<file path="src/rtl/fetch_unit.sv">
// Purpose : instruction-fetch front end; owns the PC, fetches one word per cycle
//           from a combinational ROM and buffers {pc, instr} in a DEPTH-entry FIFO.
// Latency : a word fetched at edge N is presented with out_valid = 1 after edge N;
//           redirect penalty is two cycles.
// Backpressure: out_valid/out_ready handshake; when the FIFO is full and not
//           popping, fetch stalls and the PC holds.
// Ports   : clk, rst (async, active-high); imem_addr/imem_data (ROM side);
//           halt, redirect_valid, redirect_pc (control);
//           out_valid, out_ready, out_instr, out_pc, out_pc_plus4 (decode side).
module fetch_unit #(
  parameter logic [31:0] RESET_PC = 32'h0000_0000,
  parameter int unsigned DEPTH    = 2
) (
  input  logic        clk,
  input  logic        rst,
  output logic [31:0] imem_addr,
  input  logic [31:0] imem_data,
  input  logic        halt,
  input  logic        redirect_valid,
  input  logic [31:0] redirect_pc,
  output logic        out_valid,
  input  logic        out_ready,
  output logic [31:0] out_instr,
  output logic [31:0] out_pc,
  output logic [31:0] out_pc_plus4
);

  // Only DEPTH 2 or 4 is legal, so pointers wrap naturally at their width.
  localparam int unsigned PTR_W = (DEPTH > 2) ? 2 : 1;
  localparam logic [PTR_W:0]   FULL_CNT = (PTR_W + 1)'(DEPTH);
  localparam logic [PTR_W:0]   CNT_ONE  = (PTR_W + 1)'(1);
  localparam logic [PTR_W-1:0] PTR_ONE  = PTR_W'(1);

  typedef struct packed {
    logic [31:0] pc;
    logic [31:0] instr;
  } entry_t;

  entry_t           mem [DEPTH];
  entry_t           head;
  logic [31:0]      pc;
  logic [PTR_W-1:0] rd_ptr;
  logic [PTR_W-1:0] wr_ptr;
  logic [PTR_W:0]   count;
  logic             pop;
  logic             fetch;

  assign imem_addr = pc;
  assign out_valid = (count != '0);
  assign pop       = out_valid & out_ready;
  // A pop frees a slot in the same cycle, so a full FIFO can still accept.
  assign fetch     = ~halt & ~redirect_valid & ((count < FULL_CNT) | pop);

  assign head         = mem[rd_ptr];
  assign out_instr    = head.instr;
  assign out_pc       = head.pc;
  assign out_pc_plus4 = head.pc + 32'd4;

  always_ff @(posedge clk or posedge rst) begin
    if (rst) begin
      pc     <= RESET_PC;
      rd_ptr <= '0;
      wr_ptr <= '0;
      count  <= '0;
    end else if (redirect_valid) begin
      // Any same-cycle pop is complete; everything else in the FIFO is dropped.
      pc     <= {redirect_pc[31:2], 2'b00};
      rd_ptr <= '0;
      wr_ptr <= '0;
      count  <= '0;
    end else begin
      if (fetch) begin
        pc     <= pc + 32'd4;
        wr_ptr <= wr_ptr + PTR_ONE;
      end
      if (pop) begin
        rd_ptr <= rd_ptr + PTR_ONE;
      end
      if (fetch && !pop) begin
        count <= count + CNT_ONE;
      end else if (pop && !fetch) begin
        count <= count - CNT_ONE;
      end
    end
  end

  // Payload storage needs no reset: it is only observed while out_valid = 1.
  always_ff @(posedge clk) begin
    if (fetch) begin
      mem[wr_ptr] <= {pc, imem_data};
    end
  end

endmodule

</file>
<file path="config.mk">
export PLATFORM = sky130hd
export DESIGN_NAME = fetch_unit
export DESIGN_NICKNAME = d
export VERILOG_FILES = /design/src/rtl/fetch_unit.sv
export SDC_FILE = /design/constraint.sdc
export NUM_CORES = 1
export LEC_CHECK = 0
export CAP_MARGIN = 10
export CORE_MARGIN = 10
export CORE_UTILIZATION = 40
export DETAILED_ROUTE_END_ITERATION = 8
export PLACE_DENSITY = 0.73
export RECOVER_POWER = 25
export SLEW_MARGIN = 20
export SYNTH_ARGS = -nofsm -noshare
export SYNTH_HDL_FRONTEND = slang
export SYNTH_SLANG_ARGS = --single-unit
export TNS_END_PERCENT = 100
</file>
<file path="constraint.sdc">
create_clock -name clk -period 14.4 [get_ports clk]
set_clock_uncertainty 0.15 [all_clocks]
set_input_delay 1.44 -clock clk [delete_from_list [all_inputs] [get_ports clk]]
set_output_delay 1.44 -clock clk [all_outputs]
set_load 0.02 [all_outputs]
</file>
==> flow_metrics.tcl, run 1 <==
set metrics [dict create \
    coreArea_um2 17500 \
    synth.distinct_cells 53 \
    cts_buffer_depth 2 \
    cp_max_fo 84 \
    rr_startpoint "imem_addr[5]" \
    fin_setup_tns_ns 0 \
    worst_setup_path_end_kind "output pin" \
    fin_crit_sh_pct 39.3 \
    start_util_pct 41.2 \
    antenna_found_initial 0 \
    drt-vias-per-instance 5.05 \
    hold_viol_final 0 \
    clk_pin_slew_worst_paths_ns 0.06 \
    worst_pin_slew_ns 1.07 \
    required_ns 12.81 \
    fp.dieH_um 154 \
    track_usage_pct 15.2 \
    drt_wl_total_mm 18.0 \
    ant_nets 0 \
    drt-initial-drc-count 210 \
    synth_area_leaders "edfxtp_1 52%, dfrtp_1 12%, mux2_2 7.7%" \
    gp_congestion 0.894 \
    netlist_area_um2 7200 \
    ios 198 \
    max_stage_delay_ns 1.12 \
    hpwl_mm 13.0 \
    clock_sinks 158 \
    post-route-drc-count 0 \
    synth_top_area_share_pct 51.7 \
    arrival_ns 4.07 \
    synth_top_area_cell "edfxtp_1" \
    final-setup-viol-count 0 \
    fin_ws_ns 8.74 \
    yosys_warnings 0 \
    min_path_type "flip-flop to flip-flop" \
    crit_type "flip-flop to output pin" \
    slowest_stage "dfrtp_4" \
    postSynthCellCount 523 \
    grt_pass1_vias 5073 \
    diodes 0 \
    ys_ff_latch 158 \
    rsz0062_at_grt "false" \
    drtPass1Iterations 4 \
    rows 48 \
    crit_chain "mux2i_1, inv_1, ha_1, nand4_1, o22ai_2, nand3_2, a211oi_1, xnor2_1, clkdlybuf4s50_1" \
    cp_top_family "flip-flops" \
    min_period_ns 5.66 \
    finalNetCount 786 \
    crit_buf_inv 2 \
    num_vias 4808 \
    min_from "count[0]" \
    synth_top_flop_cell "edfxtp_1" \
    fmax_mhz 177 \
    vdd_drop_max_uv 88.6 \
    hold_ws_ns 0.377 \
    grt_pass1_wl_mm 28.6 \
    ctsResizeCount 0 \
    numCtsBuffers 17 \
    htree_levels 4 \
    wire_per_inst_um 18.9 \
    power.density_nw_per_um2 124 \
    status "complete, no violations" \
    maxSlewViolCount 0 \
    die_x_um 154 \
    cts_tree "done" \
    synth_edf_count 124 \
    cp-start-kind "flip-flop" \
    ys_seq_area_share_pct 63.6 \
    syn_area_per_cell_um2 13.8 \
    design.die.area_um2 23800 \
    max_slew_margin_pct 28.8 \
    dp_slack_ns 9.10 \
    area_growth_pct 37.5 \
    drv_cap 0 \
    cts.hold.buffers_added 0 \
    root_buffer "clkbuf_16" \
    cts_setup_buffers 0 \
    overflow 0 \
    grt_max_degree 85 \
    startpoint "rd_ptr" \
    final_core_utilization_pct 56.6 \
    async_flop_share_pct 21.5 \
    numPortBuffers 189 \
    drive_gt1_share_pct 15.2 \
    worst_skew_pair.late_latency_ns 0.42 \
    p_leak_nw 3.50 \
]
## worst reg2reg max path, delay by kind of cell (launching register included)
kind / cells / cell delay [ns]
AOI/OAI and AO/OA: 1 / 0.09
DFF: 1 / 0.48
xor gates and xnor gates: 1 / 0.21
and+or+nand+nor: 3 / 1.41
## power by group
part / switching, mW / internal [mW]
Clock: 0.184 / 0.275
Sequential: 0.0319 / 0.522
Combinational: 0.110 / 0.106
Total: 0.326 / 0.904
## logic make-up (layout without fill, tap and decap cells)
group           count (synthesis)  in the layout  synth area share, %
compound gates                 47             47                 4.26
xor+xnor                       58             58                 7.06
fa+ha+maj                       2              2                0.348
buf+inv                        35            235                 2.52
flops                         158            158                 63.6
mux                            59             59                 9.06
other cells                     1              6               0.0521
simple gates                  163            163                 13.1
## synthesized netlist by cell type, drive strengths merged, types with 15 or more instances
cell type	instances
mux2	49
nand3	20
xor2	38
dfrtp	34
buf	16
nand4	16
o21ai	32
edfxtp	124
nor2	15
xnor2	20
nand2	68
## per-stage QoR
step	cells	area (um^2)	power [mW]
after floorplan	528	7210	0.671
after global placement	921	9290	0.779
after detailed placement	921	9290	0.784
after CTS	953	9900	1.24
after global routing	953	9900	1.28
final	953	9900	1.23
## final timing paths
kind	to	slack [ns]	depth (start not counted)
setup / recovery	out_pc_plus4[18]	8.74	9
hold / removal	count[0]	0.38	1
setup reg to reg	imem_addr[26]	11.93	5
hold reg to reg	count[0]	0.38	1
max in group asynchronous	rd_ptr	12.48	3
min in group asynchronous	imem_addr[23]	1.27	3
## area by class of cell
class	instances	area, um^2
clock inverters	15	185
flip-flops and latches	158	4580
well taps	225	282
multi-input cells	335	2470
inverters	10	37.5
repair buffers	193	1920
clock buffers	17	425
fillers	1417	7580
## flip-flops by register name (all words and copies together), names as in the netlist
name       count
imem_addr     30
wr_ptr         1
rd_ptr         1
mem          124
count          2
## layout by cell type (no fill, tap or decap), drive strengths merged, types with 7 or more instances in the layout
cell type	Yosys	final
mux2i	10	10
nor2	15	15
nand2	68	68
nand3	20	20
inv	10	14
clkdlybuf4s50	0	163
xor2	38	38
edfxtp	124	124
nor3	7	7
clkbuf	9	17
dlygate4sd3	0	25
o21ai	32	32
nand4	16	16
dfrtp	34	34
mux2	49	49
nor4	8	8
xnor2	20	20
## metal layers
layer  vias to the layer above  routed length (um)  track usage (%)
met5                         -                   0                0
met3                        22                1180             4.46
met2                       151                8750             24.6
met1                      2333                7690             18.5
met4                         0                 406             6.16
li1                       2302                   -                -
No activity file was read; power rests on OpenSTA's default activity.
==> run 2: changes to the inputs <==
- clock period: 14.4 -> 5.9 ns (I/O delays scaled with it)
==> flow_metrics.tcl, run 2 (synthesis gave the netlist of run 1 again) <==
set metrics [dict create \
    status "complete, no violations" \
    dpl_cell_area_um2 9300 \
    r2r_end "imem_addr[28]" \
    rrSetupSlack_ns 3.48 \
    cp_max_fo 84 \
    drt_wl_total_mm 18.0 \
    drtPass1Iterations 4 \
    numPortBuffers 189 \
    r2r_cells 5 \
    hpwl_mm 13.2 \
    final-setup-viol-count 0 \
    clk_pin_slew_worst_paths_ns 0.07 \
    grt_pass1_vias 5126 \
    power.density_nw_per_um2 297 \
    required_ns 5.16 \
    worstSetupEndpoint "out_pc_plus4[18]" \
    ios 198 \
    diodes 0 \
    grt_max_degree 85 \
    finalNetCount 785 \
    drt-initial-drc-count 206 \
    dp_slack_ns 1.49 \
    largest_reg_flops 124 \
    numCtsBuffers 17 \
    final_area_um2 9890 \
    final_common_cell "clkdlybuf4s50_1" \
    startpoint "rd_ptr" \
    post-route-drc-count 0 \
    root_buffer "clkbuf_16" \
    cts.hold.buffers_added 0 \
    fp.dieH_um 154 \
    vdd_drop_max_uv 232 \
    min_period_ns 4.77 \
    rr_startpoint "count[1]" \
    fin_ws_ns 1.13 \
    design.die.area_um2 23800 \
    start_util_pct 41.2 \
    coreArea_um2 17500 \
    worst_pin_slew_ns 1.09 \
    drv_cap 0 \
    maxSlewViolCount 0 \
    max_slew_margin_pct 27.5 \
    fin_setup_tns_ns 0 \
    cp-start-kind "flip-flop" \
    num_vias 4827 \
    grt_pass1_wl_mm 28.5 \
    rsz0062_at_grt "false" \
    drt-vias-per-instance 5.07 \
    antenna_found_initial 0 \
    ctsResizeCount 0 \
    cts_tree "done" \
    ant_nets 0 \
    wire_per_inst_um 18.9 \
    track_usage_pct 15.0 \
    fin_crit_sh_pct 80.9 \
    clock_sinks 158 \
    cts_buffer_depth 2 \
    crit_type "flip-flop to output pin" \
    overflow 0 \
    largest_register "mem" \
    final_cell_mix "163 x clkdlybuf4s50_1, 124 x edfxtp_1, 68 x nand2_1" \
    cts_setup_buffers 0 \
    arrival_ns 4.03 \
    worst_setup_path_end_kind "output pin" \
    htree_levels 4 \
    area_growth_pct 37.4 \
    gp_congestion 0.884 \
    fmax_mhz 209 \
    hold_ws_ns 0.371 \
    worst_skew_pair.late_latency_ns 0.41 \
    p_leak_nw 3.50 \
    power_mw 2.94 \
    rows 48 \
    min_path_type "flip-flop to flip-flop" \
    drive_gt1_share_pct 15.3 \
    hold_viol_final 0 \
    die_x_um 154 \
]
-- run 2: cell type report --
class	count	area (um^2)
flip-flops and latches	158	4580
fillers	1415	7590
multi-input cells	335	2500
repair buffers	192	1910
clock buffers	17	425
clock inverters	15	154
inverters	10	37.5
well taps	225	282
-- run 2: power by group --
| group | switching, mW | leakage (nW) | total (mW) | internal (mW) |
|---|---|---|---|---|
| combinational | 0.269 | 1.67 | 0.529 | 0.260 |
| sequential | 0.0802 | 1.56 | 1.35 | 1.27 |
| clock | 0.459 | 0.275 | 1.05 | 0.594 |
| total | 0.808 | 3.50 | 2.94 | 2.13 |
-- run 2: worst min path at each step --
stage | to | slack [ns] | cells past startpoint | startpoint
after CTS | count[0] | 0.38 | 1 | count[0]
final | count[0] | 0.37 | 1 | count[0]
after floorplan | count[0] | 0.32 | 1 | count[0]
after global placement | count[0] | 0.34 | 1 | count[0]
after global routing | count[0] | 0.42 | 1 | count[0]
after detailed placement | count[0] | 0.37 | 1 | count[0]
-- run 2: layer usage --
metal | vias to the layer above | global-route usage (%) | share of wire (%)
li1 | 2302 | - | -
met1 | 2345 | 18.8 | 43
met2 | 159 | 24.3 | 49
met3 | 21 | 4.02 | 6.8
met4 | 0 | 5.67 | 1.9
met5 | - | 0 | 0
-- run 2: metrics by stage --
stage / utilization [%] / cells
2_1_floorplan: - / 528
3_3_place_gp: 53.2 / 920
3_5_place_dp: 53.2 / 920
4_1_cts: 56.5 / 952
5_1_grt: 56.6 / 952
6_report: 56.6 / 952
-- run 2: worst max-delay path: stages, from the launching register on --
cell and delay [ns]:
dfrtp_4 1.14, mux2i_1 0.24, inv_1 0.13, ha_1 0.23, nand4_1 0.12, o22ai_2 0.28, nand3_2 0.27, a211oi_1 0.31
xnor2_1 0.21, clkdlybuf4s50_1 0.66
